--- src/rtl/fiber_bus_master.sv ---
// fiber_bus_master: FIBER_BUS initiator turning Aurora request packets into bus beats and response packets
module fiber_bus_master #(
   parameter int TIMEOUT   = 255,
   parameter int ADDR_STEP = 4
) (
   input  logic        CLK,
   input  logic        RST,
   input  logic        LINK_UP,
   input  logic        REQ_EMPTY,
   input  logic [31:0] REQ_DATA,
   output logic        REQ_RD,
   input  logic        RSP_FULL,
   output logic        RSP_WR,
   output logic [31:0] RSP_DATA,
   output logic        RSP_END,
   output logic [31:0] FIBER_BUS_ADDR,
   output logic [31:0] FIBER_BUS_DOUT,
   input  logic [31:0] FIBER_BUS_DIN,
   output logic        FIBER_BUS_WR,
   output logic        FIBER_BUS_RD,
   input  logic        FIBER_BUS_ACK,
   output logic        BUSY
);
   typedef enum logic [2:0] {IDLE, ADDR, WFETCH, RWAIT, STROBE, GAP, DRAIN, TRAILER} state_t;
   state_t      state, state_nx;
   logic        is_wr, err, tmo, unused_hdr;
   logic [7:0]  tag;
   logic [15:0] rem, done, tcnt;
   logic [31:0] rdata;
   assign unused_hdr   = ^REQ_DATA[30:24];
   assign tmo          = state == STROBE && !FIBER_BUS_ACK && tcnt == 16'(TIMEOUT - 1);
   assign FIBER_BUS_WR = state == STROBE && is_wr;
   assign FIBER_BUS_RD = state == STROBE && !is_wr;
   assign BUSY         = state != IDLE;
   assign RSP_END      = state == TRAILER && !RSP_FULL && !RST;
   assign RSP_WR       = RSP_END || (state == GAP && !is_wr && !RST);
   assign RSP_DATA     = state == TRAILER ? {is_wr, err, 6'd0, tag, done} :
                         state == GAP && !is_wr ? rdata : 32'd0;
   // next-state and FIFO pop decode; pops are held off during reset so FIFOs stay untouched
   always_comb begin
      state_nx = state;
      REQ_RD   = 1'b0;
      case (state)
         IDLE:    if (LINK_UP && !REQ_EMPTY) begin
                     REQ_RD   = 1'b1;
                     state_nx = ADDR;
                  end
         ADDR:    if (!REQ_EMPTY) begin
                     REQ_RD   = 1'b1;
                     state_nx = is_wr ? WFETCH : RWAIT;
                  end
         WFETCH:  if (!REQ_EMPTY) begin
                     REQ_RD   = 1'b1;
                     state_nx = STROBE;
                  end
         RWAIT:   state_nx = RSP_FULL ? RWAIT : STROBE;
         STROBE:  state_nx = FIBER_BUS_ACK ? GAP : tmo ? (is_wr ? DRAIN : TRAILER) : STROBE;
         GAP:     state_nx = rem == 16'd0 ? TRAILER : is_wr ? WFETCH : RWAIT;
         DRAIN:   if (rem == 16'd0) state_nx = TRAILER;
                  else REQ_RD = !REQ_EMPTY;
         TRAILER: state_nx = RSP_FULL ? TRAILER : IDLE;
         default: state_nx = IDLE;
      endcase
      if (RST) REQ_RD = 1'b0;
   end
   // packet context, bus registers, beat/timeout counters
   always_ff @(posedge CLK) begin
      if (RST) begin
         state          <= IDLE;
         is_wr          <= 1'b0;
         err            <= 1'b0;
         tag            <= 8'd0;
         rem            <= 16'd0;
         done           <= 16'd0;
         tcnt           <= 16'd0;
         rdata          <= 32'd0;
         FIBER_BUS_ADDR <= 32'd0;
         FIBER_BUS_DOUT <= 32'd0;
      end else begin
         state <= state_nx;
         tcnt  <= state == STROBE ? tcnt + 16'd1 : 16'd0;
         if (state == IDLE && REQ_RD) begin
            is_wr <= REQ_DATA[31];
            tag   <= REQ_DATA[23:16];
            rem   <= REQ_DATA[15:0] == 16'd0 ? 16'd0 : REQ_DATA[15:0] - 16'd1;
            done  <= 16'd0;
            err   <= 1'b0;
         end
         if (state == ADDR && REQ_RD) FIBER_BUS_ADDR <= REQ_DATA;
         if (state == WFETCH && REQ_RD) FIBER_BUS_DOUT <= REQ_DATA;
         if (state == DRAIN && REQ_RD) rem <= rem - 16'd1;
         if (state == STROBE && FIBER_BUS_ACK) begin
            rdata <= FIBER_BUS_DIN;
            done  <= done + 16'd1;
         end
         if (tmo) err <= 1'b1;
         if (state == GAP && rem != 16'd0) begin
            rem            <= rem - 16'd1;
            FIBER_BUS_ADDR <= FIBER_BUS_ADDR + 32'(ADDR_STEP);
         end
      end
   end
endmodule
--- config.mk ---
export PLATFORM = sky130hd
export DESIGN_NAME = fiber_bus_master
export DESIGN_NICKNAME = d
export VERILOG_FILES = /design/src/rtl/fiber_bus_master.sv
export SDC_FILE = /design/constraint.sdc
export NUM_CORES = 1
export LEC_CHECK = 0
export BUFFER_PORTS_ARGS = -buffer_cell sky130_fd_sc_hd__clkbuf_2
export CAP_MARGIN = 10
export CORE_MARGIN = 5
export CORE_UTILIZATION = 40
export CTS_BUF_LIST = sky130_fd_sc_hd__clkbuf_4 sky130_fd_sc_hd__clkbuf_8
export DETAILED_ROUTE_END_ITERATION = 8
export GPL_ROUTABILITY_DRIVEN = 0
export PLACE_DENSITY_LB_ADDON = 0.2
export SLEW_MARGIN = 20
export SYNTH_ARGS = -nofsm -noshare
export SYNTH_HDL_FRONTEND = slang
export SYNTH_SLANG_ARGS = --single-unit
--- constraint.sdc ---
create_clock -name CLK -period 4.35 [get_ports CLK]
set_input_delay 0.435 -clock CLK [delete_from_list [all_inputs] [get_ports CLK]]
set_output_delay 0.435 -clock CLK [all_outputs]
set_load 0.05 [all_outputs]
==> summary.txt, run 1 <==
Clocking
  • Post-CTS sizing: 0
  • CTS buffer count: 17
  • CTS tree: built
  • Postcts setup bufs: 0
  • Clk_lat worst skew: 0.45 ns
  • Worst-path clk slew: 0.09 ns
  • H-tree levels: 4
  • Clk root buf: clkbuf_8
  • CTS Hold Bufs: 0
  • Sink Count: 157
  • Clock Path Buffers: 2

GRT
  • Initial antenna violation count: 0
  • Largest net degree at the start of global routing: 82
  • First-pass GRT wire length: 37,780 um
  • Number of global-route vias before repair: 7,192
  • Total global-route track usage: 20.76%
  • Total gr overflow: 0

Drt
  • Remaining antenna violation count: 0
  • Routed wire length: 24,000 um
  • DRC Markers: 0
  • Initial DRC count: 580
  • Post-DR wirelength/cell: 17.04 um
  • DR pass1 iterations: 7
  • DR vias/cell: 5.629
  • Via count: 7,925

Critical path
  • CP endpoint kind: output port
  • Worst reg2reg path startpoint: state[0]
  • Critical Path Fanout Max: 15
  • CP startpoint kind: flop
  • R2r endpoint: FIBER_BUS_ADDR[30]
  • CP arrival: 3.02 ns
  • Reg2reg path depth: 5
  • CP startpoint: rem[0]
  • Setup crit end: REQ_RD
  • R2r setup slk: 1.37 ns
  • Worst EP required: 3.91 ns
  • Crit Path Category: reg -> out

Floorplanning
  • Die height: 148.9 um
  • Die ar.: 22,180 um^2
  • Io pins: 172
  • Rows: 50
  • Core Region: 18,830 um^2
  • Starting Density: 41.00%
  • Die Span X: 148.9 um

Pwr
  • VDD IR-drop max: 220.7 uV
  • Power Total: 2899 uW
  • Leak pwr: 0.003302 uW
  • PwrDens: 317.0 nW/um^2

STA
  • Final min period: 3.453 ns
  • Worst Skew: 0.01512 ns
  • Max transition margin: 31.88%
  • Final hold vios: 0
  • Final setup fails: 0
  • Max Freq: 289.6 MHz
  • Hold WS: 0.1945 ns
  • Max Slew Vio Count: 0
  • Fin crit share: 79.37%
  • Setup_tns: 0 ns
  • RSZ-0062 raised after global routing: false
  • Slew @ Worst Pin: 1.018 ns

Layout
  • Share of layout cells above drive strength 1: 20.56%
  • Non-filler cells, final: 1,408
  • Fill cell count: 1,912
  • Utilization after layout: 48.56%
  • Number of diodes: 0
  • Final net count: 1,212
  • Area delta synth->final: 18.46%

Outcome
  • Status: complete, no violations

Logic synthesis
  • Synth warnings: 0
  • Post-synth EDFFs: 0
  • Mapped cell area: 7720 um^2
  • Syn Nets: 1,080
  • Register area share after synthesis: 40.71%
  • Yosys reg bits: 157
  • Yosys cell types: 66
  • Mapped Cells: 1,003
  • Synth async-reset ratio: 0%
  • Syn Area/Cell: 7.697 um^2
  • Post-synth top flop: dfxtp_1

Placement
  • Dpl hpwl: 16,960 um
  • Port bufs: 171
  • Inst Count DP: 1,376

Min path
  • Worst hold path class: in -> reg

Flow run
  • Max cap viols: 0
==> routing by layer <==
metal	vias to the layer above	routed length (um)	GRT usage (%)
li1	3887	-	-
met1	3724	10780	28.85
met2	298	11180	33.24
met3	16	1785	4.527
met4	0	254	4.439
met5	-	0	0
==> metrics by stage <==
stage / setup WS [ns] / instance area (um^2)
2_1_floorplan: 1.150 / 7720
3_3_place_gp: 1.392 / 8732
3_5_place_dp: 1.335 / 8732
4_1_cts: 0.8327 / 9145
5_1_grt: 0.7039 / 9145
6_report: 0.8975 / 9145
==> layout by cell type (no fill, tap or decap), types with 9 or more instances in the layout <==
cell type	netlist	routed
a21oi_1	110	110
a22o_1	25	25
a31oi_1	24	24
and3_1	13	13
buf_4	0	12
clkbuf_2	0	170
clkbuf_8	0	19
dfxtp_1	157	157
inv_1	14	14
nand2_1	218	218
nand2b_1	9	9
nand3_1	28	28
nand4_1	22	22
nor2_1	61	60
nor3_1	28	28
nor4_1	16	16
o211ai_1	12	12
o21ai_0	25	25
o311ai_0	9	9
or3_1	16	16
or4_1	15	15
xor2_1	15	15
==> kinds of logic (layout without fill, tap and decap cells) <==
logic type               count (synthesis)  count (layout)  share of synthesized area (%)
AND/OR/NAND/NOR                        465             465                          28.70
AO/OA/AOI/OAI                          264             264                          22.07
flip-flops                             157             157                          40.71
buffers and inverters                   83             228                          4.198
XOR/XNOR                                23              23                          2.609
adder cells (fa/ha/maj)                  7               7                          1.134
multiplexers                             4               4                         0.5672
==> registers in the layout (all words and copies together), names as in the netlist <==
name / count
FIBER_BUS_ADDR: 32
FIBER_BUS_DOUT: 32
rdata: 32
done: 16
rem: 16
tcnt: 16
tag: 8
state: 3
err: 1
is_wr: 1
==> where the power goes <==
group          total, uW  internal [uW]  switching (uW)
logic                269           87.2             182
clock network       1150            553             597
registers           1480           1450            25.3
total               2900           2090             805
==> final cells by class <==
| type | count | area (um^2) | share of cell area [%] |
|---|---|---|---|
| Clock buffer | 19 | 261.5 | 2.859 |
| Clock inverter | 13 | 151.4 | 1.655 |
| Inverter | 14 | 52.55 | 0.5746 |
| Multi-Input combinational cell | 763 | 4270 | 46.70 |
| Sequential cell | 157 | 3143 | 34.37 |
| Tap cell | 260 | 325.3 | 3.557 |
| Timing Repair Buffer | 182 | 940.9 | 10.29 |
==> synth_stat cells (12+ instances only) <==
cell type / number / share of area, %
nand4_1: 22 / 1.8
xor2_1: 15 / 1.7
nor2_1: 61 / 3.0
and3_1: 13 / 1.1
dfxtp_1: 157 / 41
or4_1: 15 / 1.5
nor4_1: 16 / 1.3
nand2_1: 218 / 11
or3_1: 16 / 1.3
o211ai_1: 12 / 1.2
a22o_1: 25 / 2.8
nor3_1: 28 / 1.8
a21oi_1: 110 / 7.1
nand3_1: 28 / 1.8
clkbuf_1: 60 / 2.9
a31oi_1: 24 / 1.9
o21ai_0: 25 / 1.6
inv_1: 14 / 0.68
==> critical path: stages (launching register included) <==
cell and delay, ns:
dfxtp_1 0.34, inv_1 0.08, ha_1 0.18, or4b_2 0.63
or4_1 0.77, nand2_1 0.19, a21oi_1 0.11, clkbuf_2 0.28
==> how the worst min path moves through the flow <==
stage	start	end	slack [ns]	cells after the start
floorplan	rdata[24]	rdata[24]	0.43	2
global placement	rdata[28]	rdata[28]	0.44	2
detailed placement	rdata[26]	rdata[26]	0.45	2
CTS	FIBER_BUS_DIN[14]	rdata[14]	0.17	3
global route	FIBER_BUS_DIN[25]	rdata[25]	0.17	3
finish	FIBER_BUS_DIN[14]	rdata[14]	0.19	3
Note: power is estimated with default switching activity, not from simulation.
==> inputs of run 2 (changes only) <==
- clock period: 4.35 -> 3.3 ns (I/O delays scaled with it)
==> run 2 against run 1 <==
Effect of this change:
- die area is the same
- design area grew 1.2%
- global-route usage grew 0.47 points
- clock power grew 34%
- worst setup slack lost 0.66 ns
- first-iteration DRC count shrank 13%
- register-to-register slack lost 0.84 ns
- via count shrank 0.18%
- wire length grew 0.83%
- power grew 33%
- worst hold slack lost 0.12 ns
- utilization grew 0.56 points
==> summary.txt, run 2 (same netlist as run 1, synthesis figures left out) <==
Outcome
  • Status: complete, no violations

GRT
  • Total global-route track usage: 21.22% (+0.47 points)
  • Initial antenna violation count: 0 (unchanged)
  • Total gr overflow: 0 (unchanged)
  • GRT met2 Usage: 34.71% (+1.5 points)
  • Met1 Use GR: 29.04% (+0.19 points)
  • First-pass GRT wire length: 38,810 um (+2.7%)
  • Largest net degree at the start of global routing: 139 (+70%)
  • Global route hottest layer: met2
  • Number of global-route vias before repair: 7,373 (+2.5%)
  • Met3 GRT Util: 4.740% (+0.21 points)

Layout
  • Fin area: 9251 um^2 (+1.2%)
  • Fill cell count: 1,910 (-0.10%)
  • Area delta synth->final: 19.84%
  • Number of diodes: 0 (unchanged)
  • Non-filler cells, final: 1,419 (+0.78%)
  • Share of layout cells above drive strength 1: 21.31% (+0.75 points)
  • Register area: 3143 um^2 (unchanged)
  • Commonest cells after routing, fill and taps aside: nand2_1 (218), clkbuf_2 (170), dfxtp_1 (157)
  • Leading registers by flop count: FIBER_BUS_ADDR: 32 flops, FIBER_BUS_DOUT: 32 flops, rdata: 32 flops
  • Most common cell after layout, fill and taps aside: nand2_1
  • Final net count: 1,223 (+0.91%)
  • Multi-input gate area: 4270 um^2 (unchanged)

Placement
  • Port bufs: 171 (unchanged)
  • Inst Count DP: 1,387 (+0.80%)
  • DP Area: 8840 um^2 (+1.2%)
  • Dpl hpwl: 17,050 um (+0.56%)

STA
  • Max transition margin: 29.62% (-2.3 points)
  • RSZ-0062 raised after global routing: false
  • Hold WS: 0.07345 ns (-0.1211 ns)
  • Fin crit share: 92.68%
  • Final setup fails: 0 (unchanged)
  • Worst Skew: 0.01312 ns (-0.001999 ns)
  • Final min period: 3.058 ns
  • Max Slew Vio Count: 0 (unchanged)
  • Slew @ Worst Pin: 1.052 ns (+0.03386 ns)
  • Final hold vios: 0 (unchanged)
  • Max Freq: 327.0 MHz
  • Setup_tns: 0 ns (unchanged)

Clocking
  • Sink Count: 157 (unchanged)
  • Clk_lat worst skew: 0.47 ns (+0.02 ns)
  • CTS buffer count: 17 (unchanged)
  • Clock Path Buffers: 2 (unchanged)
  • Worst-path clk slew: 0.09 ns (about the same)
  • Postcts setup bufs: 0 (unchanged)
  • Clk root buf: clkbuf_8
  • CTS Hold Bufs: 0 (unchanged)
  • CTS tree: built
  • Post-CTS sizing: 0 (unchanged)
  • H-tree levels: 4 (unchanged)

Drt
  • Routed wire length: 24,200 um (+0.83%)
  • DRC Markers: 0 (unchanged)
  • Via count: 7,911 (-0.18%)
  • DR pass1 iterations: 5 (-2)
  • Remaining antenna violation count: 0 (unchanged)
  • DR vias/cell: 5.575 (-0.95%)
  • Initial DRC count: 506 (-13%)
  • Post-DR wirelength/cell: 17.05 um (about the same)

Floorplanning
  • Core Region: 18,830 um^2 (unchanged)
  • Io pins: 172 (unchanged)
  • Die height: 148.9 um (unchanged)
  • Die ar.: 22,180 um^2 (unchanged)
  • Rows: 50 (unchanged)
  • Starting Density: 41.00% (unchanged)
  • Die Span X: 148.9 um (unchanged)

Min path
  • Worst hold path class: in -> reg

Pwr
  • PwrDens: 416.9 nW/um^2 (+32%)
  • Leak pwr: 0.003371 uW (+2.1%)
  • VDD IR-drop max: 262.7 uV (+19%)

Critical path
  • Critical path, cell by cell: inv_1 -> ha_1 -> or4b_2 -> or4_1 -> nand2_1 -> a21oi_1 -> clkbuf_2
  • Crit Path Category: reg -> out
  • CP endpoint kind: output port
  • CP startpoint kind: flop
  • CP arrival: 2.73 ns (-0.29 ns)
  • Slowest library cell on the worst path: or4b_2
  • Crit-path max cell delay: 0.62 ns (-0.15 ns)
  • Worst EP required: 2.97 ns (-0.94 ns)
  • Critical Path Fanout Max: 5 (-10)

Flow run
  • Max cap viols: 0 (unchanged)
[run 2: changes by cell type in the layout (fill, tap and decap cells not counted), sizes merged]
cell and delta:
buf +11, inv +2, clkinvlp -2
[run 2: path summary, 6_finish.rpt]
path                                   startpoint                 end  slack (ns)  cells past startpoint
worst min-delay path            FIBER_BUS_DIN[18]           rdata[18]        0.07                      3
worst min register to register          rdata[29]           rdata[29]        0.45                      2
worst max-delay path                       rem[0]              REQ_RD        0.24                      7
worst max register to register             rem[0]  FIBER_BUS_ADDR[26]        0.53                      8
[run 2: per-layer routing]
layer  routed length (um)  part of all wire, %
met1                11090                   46
met2                11370                   47
met3                 1547                  6.4
met4                  186                 0.77
met5                    0                    0
[run 2: area by class of cell]
type	count	share of cell area (%)
clock inverters	13	1.623
multi-input cells	763	46.16
well taps	260	3.516
clock buffers	19	2.827
repair buffers	193	11.33
flip-flops and latches	157	33.97
inverters	14	0.5680
[run 2: per-stage QoR]
stage               util, %  setup WS [ns]  power (uW)
floorplan                 -         0.2049        2214
global placement      46.94         0.6313        2361
detailed placement    46.94         0.5715        2363
CTS                   49.13         0.2074        3885
global route          49.13        0.08532        4006
finish                49.13         0.2415        3857
[run 2: critical path: cells and delay by family (launching register included)]
kind / cells / cell delay (ns)
fa+ha+maj: 1 / 0.17
compound gates: 1 / 0.10
simple gates: 3 / 1.34
flops: 1 / 0.34
buf+inv: 2 / 0.34
[run 2: report_power, final]
part	leakage [uW]	internal, uW	switching (uW)
clock	0.000210	731	805
combinational	0.00189	128	246
sequential	0.00127	1920	30.1
total	0.00337	2780	1080
